## src/rtl/pwm_capture.sv

```systemverilog
// PWM capture: measures period and high time of an asynchronous PWM line and
// converts them to an 8-bit duty (1/128 units) or servo position (0..255)
// with a 32-step restoring divider. Detects signal loss and dropped captures.
module pwm_capture #(
   parameter int CNT_W      = 24,
   parameter int TIMEOUT    = 400000,
   parameter int SERVO_MIN  = 10000,
   parameter int SERVO_SPAN = 10000
) (
   input  logic       clk,
   input  logic       rst_n,
   input  logic       pwm_in,
   input  logic       sel,
   output logic [7:0] duty_out,
   output logic       valid,
   output logic       busy,
   output logic       lost,
   output logic       overrun
);

   typedef enum logic [1:0] {
      IDLE  = 2'd0,
      ARMED = 2'd1,
      DIV   = 2'd2
   } state_t;

   localparam logic [CNT_W-1:0] CNT_MAX   = {CNT_W{1'b1}};
   localparam logic [CNT_W-1:0] CNT_ONE   = {{(CNT_W-1){1'b0}}, 1'b1};
   localparam logic [CNT_W-1:0] TIMEOUT_C = CNT_W'(TIMEOUT);
   localparam logic [31:0]      SMIN_C    = 32'(SERVO_MIN);
   localparam logic [31:0]      SMAX_C    = 32'(SERVO_MIN + SERVO_SPAN);
   localparam logic [31:0]      SSPAN_C   = 32'(SERVO_SPAN);

   // Quotient above the 8-bit range pins at full scale.
   function automatic logic [7:0] sat_u8(input logic [31:0] q);
      if (|q[31:8]) begin
         sat_u8 = 8'hFF;
      end else begin
         sat_u8 = q[7:0];
      end
   endfunction

   logic             s1_r, s2_r, s3_r;
   logic             rise_s;
   logic             timeout_s;
   logic [CNT_W-1:0] cnt_r;
   logic [CNT_W-1:0] high_r;
   state_t           state_r;
   logic [31:0]      quo_r;
   logic [31:0]      rem_r;
   logic [31:0]      den_r;
   logic [5:0]       iter_r;
   logic [31:0]      h32_s, hc_s, off_s, num_s, den_s;
   logic [32:0]      shift_s;
   logic [31:0]      trial_s;
   logic             ge_s;

   assign rise_s    = s2_r & ~s3_r;
   assign timeout_s = (cnt_r >= TIMEOUT_C);

   // Synchronize the PWM line and run the period / high-time counters.
   always_ff @(posedge clk or posedge rst_n) begin
      if (rst_n) begin
         s1_r   <= 1'b0;
         s2_r   <= 1'b0;
         s3_r   <= 1'b0;
         cnt_r  <= '0;
         high_r <= '0;
      end else begin
         s1_r <= pwm_in;
         s2_r <= s1_r;
         s3_r <= s2_r;
         if (rise_s) begin
            // The rise cycle itself is the first cycle of the new period.
            cnt_r  <= CNT_ONE;
            high_r <= CNT_ONE;
         end else begin
            if (cnt_r != CNT_MAX) begin
               cnt_r <= cnt_r + CNT_ONE;
            end
            if (s2_r && (high_r != CNT_MAX)) begin
               high_r <= high_r + CNT_ONE;
            end
         end
      end
   end

   // Build divider operands from the live counters and mode at capture time.
   always_comb begin
      h32_s = 32'(high_r);
      if (h32_s < SMIN_C) begin
         hc_s = SMIN_C;
      end else if (h32_s > SMAX_C) begin
         hc_s = SMAX_C;
      end else begin
         hc_s = h32_s;
      end
      off_s = hc_s - SMIN_C;
      if (sel) begin
         num_s = (off_s << 5'd8) - off_s;
         den_s = SSPAN_C;
      end else begin
         num_s = h32_s << 5'd7;
         den_s = 32'(cnt_r);
      end
   end

   // One restoring-division step: shift in the next dividend bit, try subtract.
   always_comb begin
      shift_s = {rem_r, quo_r[31]};
      ge_s    = (shift_s >= {1'b0, den_r});
      trial_s = shift_s[31:0] - den_r;
   end

   // Control FSM with divider datapath and registered outputs.
   always_ff @(posedge clk or posedge rst_n) begin
      if (rst_n) begin
         state_r  <= IDLE;
         quo_r    <= 32'd0;
         rem_r    <= 32'd0;
         den_r    <= 32'd0;
         iter_r   <= 6'd0;
         duty_out <= 8'd0;
         valid    <= 1'b0;
         busy     <= 1'b0;
         lost     <= 1'b0;
         overrun  <= 1'b0;
      end else begin
         valid <= 1'b0;
         case (state_r)
            IDLE: begin
               busy <= 1'b0;
               if (rise_s) begin
                  state_r <= ARMED;
               end
            end
            ARMED: begin
               busy <= 1'b0;
               if (rise_s) begin
                  // A saturated period is meaningless; just restart counting.
                  if (cnt_r != CNT_MAX) begin
                     quo_r   <= num_s;
                     den_r   <= den_s;
                     rem_r   <= 32'd0;
                     iter_r  <= 6'd0;
                     state_r <= DIV;
                  end
               end else if (timeout_s) begin
                  state_r <= IDLE;
                  lost    <= 1'b1;
               end
            end
            DIV: begin
               if (timeout_s && !rise_s) begin
                  state_r <= IDLE;
                  lost    <= 1'b1;
                  busy    <= 1'b0;
               end else if (iter_r == 6'd32) begin
                  duty_out <= sat_u8(quo_r);
                  valid    <= 1'b1;
                  lost     <= 1'b0;
                  overrun  <= rise_s;
                  busy     <= 1'b0;
                  state_r  <= ARMED;
               end else begin
                  quo_r  <= {quo_r[30:0], ge_s};
                  rem_r  <= ge_s ? trial_s : shift_s[31:0];
                  iter_r <= iter_r + 6'd1;
                  busy   <= 1'b1;
                  if (rise_s) begin
                     overrun <= 1'b1;
                  end
               end
            end
            default: begin
               state_r <= IDLE;
               busy    <= 1'b0;
            end
         endcase
      end
   end

endmodule

```

## config.mk

```make
export PLATFORM = sky130hd
export DESIGN_NAME = pwm_capture
export DESIGN_NICKNAME = d
export VERILOG_FILES = /design/src/rtl/pwm_capture.sv
export SDC_FILE = /design/constraint.sdc
export NUM_CORES = 1
export LEC_CHECK = 0
export CORE_MARGIN = 10
export CORE_UTILIZATION = 50
export DETAILED_ROUTE_END_ITERATION = 16
export GPL_ROUTABILITY_DRIVEN = 1
export PLACE_DENSITY = 0.66
export RECOVER_POWER = 100
export SETUP_SLACK_MARGIN = 0.02
export SLEW_MARGIN = 20
export SYNTH_ARGS = -nofsm -noshare
export SYNTH_HDL_FRONTEND = slang
export SYNTH_SLANG_ARGS = --single-unit
```

## constraint.sdc

```tcl
create_clock -name clk -period 16.05 [get_ports clk]
set_clock_uncertainty 0.2 [all_clocks]
set_input_delay 1.605 -clock clk [delete_from_list [all_inputs] [get_ports clk]]
set_output_delay 1.605 -clock clk [all_outputs]
set_load 0.02 [all_outputs]
```

==> summary.md <==
| Metric | Value |
|---|---|
| Status | `finished, violations left` |
| Failing checks | `capacitance limit, slew limit` |
| H-tree Lvls | `4` |
| Antenna Cells | `0` |
| Netlist Area Pre-Place | `roughly 0.011 mm^2` |
| Vias | `9,300` |
| Commonest cells after routing, fill and taps aside | `dfrtp_1, nand2_1, o21ai_0, nor2_1, a21oi_1` |
| Largest net degree at the start of global routing | `95` |
| Worst Setup End Kind | `async pin` |
| RSZ-0062 raised after global routing | `no` |
| Global placement routability congestion | `around 0.95` |
| Crit Path Class | `in -> async` |
| Max Used Layer | `met4` |
| Flop pwr share | `24.4%` |
| Width of the die | `between 150 and 200 um` |
| Synth Flop Type | `dfrtp_1` |
| TritonCTS clock tree | `yes` |
| Die Ht | `~170 um` |
| Critical Path RT | `roughly 16 ns` |
| Clk root buf | `clkbuf_16` |
| Commonest non-fill, non-tap cell in the layout | `dfrtp_1` |
| Worst-path cell chain | `dlygate4sd3_1, clkinvlp_2, clkbuf_1` |
| Final ANT Viol Nets | `0` |
| Number of enable flip-flop cells after synthesis | `0` |
| Die Area | `0.0280 mm^2` |
| Int Pwr | `about 1.2 mW` |
| Initial antenna violation count | `0` |
| Worst Hold Class | `reg -> reg` |
| CP Launch Type | `input port` |
| Tmin final | `7.66 ns` |
| Wire per inst | `18.7 um` |
| Metal-1 WL | `14,500 um` |
| Synth warn | `0` |
| Synth cell types | `85` |
| GRT Total Usage | `20.5%` |
| Post-Synthesis Cells | `1,265` |
| Max VDD drop | `approximately 0.25 mV` |
| Core area | `0.0212 mm^2` |
| DRC Markers | `0` |
| Final cell area excluding filler cells | `0.0117 mm^2` |
| Dpl hpwl | `between 20,000 and 25,000 um` |
| CTS sink count | `roughly 160` |
| Psw | `1.03 mW` |
| # hold bufs at CTS | `0` |
| Pwr Total | `between 2 and 2.5 mW` |
| I/O Pins | `16` |
| Drt via density | `a little over 6` |
| Detailed-route wire length | `roughly 29,000 um` |
| Nets | `1,316` |
| Slew headroom | `-184%` |
| CP max stage cell | `clkbuf_1` |
| Max Freq | `0.131 GHz` |
| Sw Ratio | `45.8%` |
| Max_cap viols | `5` |
| Crit Path Max Fanout | `94` |
| #FFs+latches synth | `159` |
| Worst-Skew Late Latency | `between 0.4 and 0.5 ns` |
| Worst-Margin Slew | `around 4.2 ns` |
| # fillers | `between 1,500 and 2,000` |
| Initial Util | `51.2%` |
| Final Cycle Share | `47.7%` |
| Leakage | `about 5.3 nW` |
| Std-Cell Rows | `53` |
| Cts bufs inserted | `17` |
| Grt ovf | `0` |
| Port Buffers | `15` |
| Max-slew violations | `275` |
| PD cells | `roughly 190 mW/mm^2` |
| # setup viols final | `0` |
| Clock Path Buffers | `2` |
| Synth async-reset ratio | `100%` |
| Layout cell share with drive strength beyond 1 | `5.53%` |
| Placed cell areas | `0.0111 mm^2` |
| Clk pwr share | `20.1%` |
| Drt pass-1 iters | `8` |
| Post-cts sizing count | `0` |
| Synthesized area per cell | `8.59 um^2` |
| Post-CTS Setup Inserts | `0` |
| Vias in the first global route | `8,714` |
| Max stage delay on crit path | `2.61 ns` |
| Setup TNS | `0 ns` |
| DR iter-0 viols | `1,135` |
| Final hold violation count | `0` |
| Crit path DAT | `approximately 7.2 ns` |
| Met3 Wirelength | `1860 um` |
| P&R area growth vs syn | `7.59%` |
| Clock slew at reported path FFs | `around 0.07 ns` |
| Combinational Power Share | `55.5%` |
| Sequential area share after synthesis | `36.6%` |
| First-pass GRT wire length | `47,500 um` |
| Metal2 WL | `~12,000 um` |
[synthesized netlist by cell type, types with 17 or more instances]
master	number	area, um^2
nand4_1	22	138
ha_1	59	738
nand2_1	154	578
o21ai_0	108	541
nand3_1	31	155
nor2_1	101	379
clkbuf_1	45	169
inv_1	72	270
nor3_1	23	115
xor2_1	38	333
dfrtp_1	159	3980
a21oi_1	76	380
mux2i_1	17	170
xnor2_1	46	403
a222oi_1	21	210
a21o_1	25	188
nor4_1	20	125
[critical path: cells and delay by family]
kind,cells,cell delay (ns)
buf+inv,3,5.54
[metrics by stage]
stage               hold slack (ns)  instances  utilization, %  setup slack (ns)
finish                        0.156       1540            55.1              8.39
global route                  0.171       1540            55.1              7.14
CTS                           0.163       1540            55.3             10.26
detailed placement            0.147       1508            52.3             10.30
global placement              0.141       1508            52.3             10.35
floorplan                     0.131       1273               -              9.95
[per-layer routing]
layer | global-route usage (%) | vias up
met5 | 0 | -
met4 | 4.01 | 0
met3 | 4.49 | 23
met2 | 29.4 | 299
met1 | 30.6 | 4440
li1 | - | 4538
[final timing paths]
path                       cells past startpoint                     to  slack [ns]             startpoint
setup / recovery                               3  den_r[17]$_DFFE_PP0P_        8.39                  rst_n
hold / removal                                 0         s2_r$_DFF_PP0_        0.16         s1_r$_DFF_PP0_
setup reg to reg                              17  quo_r[30]$_DFFE_PP0P_        9.44  high_r[4]$_DFFE_PP0P_
hold reg to reg                                0         s2_r$_DFF_PP0_        0.16         s1_r$_DFF_PP0_
max in group clk                              17  quo_r[30]$_DFFE_PP0P_        9.44  high_r[4]$_DFFE_PP0P_
min in group asynchronous                      2        valid$_DFF_PP0_        2.71                  rst_n
[power by group through the flow]
stage | combinational (mW) | clock [mW] | sequential, mW
after floorplan | 0.994 | 0 | 0.527
after CTS | 1.23 | 0.456 | 0.543
after detailed placement | 1.23 | 0 | 0.549
after global routing | 1.38 | 0.474 | 0.554
after global placement | 1.22 | 0 | 0.549
final | 1.24 | 0.449 | 0.546
[layout make-up]
type | instances | area [um^2] | share of cell area, %
well taps | 275 | 344 | 2.94
clock inverters | 15 | 211 | 1.81
inverters | 73 | 275 | 2.36
multi-input cells | 976 | 6250 | 53.4
flip-flops and latches | 159 | 3980 | 34.0
repair buffers | 25 | 206 | 1.77
clock buffers | 17 | 425 | 3.64
[flip-flops by register name, indices dropped and copies added, names as in the netlist]
register  flops
high_r       24
s3_r          1
den_r        24
quo_r        32
valid         1
overrun       1
rem_r        32
duty_out      8
state_r       2
busy          1
lost          1
s2_r          1
iter_r        6
s1_r          1
cnt_r        24
[logic make-up (layout without fill, tap and decap cells)]
kind of cell / count (synthesis) / count (layout) / share of synthesized area, %
simple gates: 445 / 445 / 19.9
compound gates: 357 / 357 / 21.8
flops: 159 / 159 / 36.6
buf+inv: 138 / 130 / 5.97
xor+xnor: 84 / 84 / 6.77
fa+ha+maj: 60 / 60 / 6.98
mux: 20 / 20 / 1.88
other cells: 2 / 10 / 0.0691
Power figures use the tool's default switching activity.
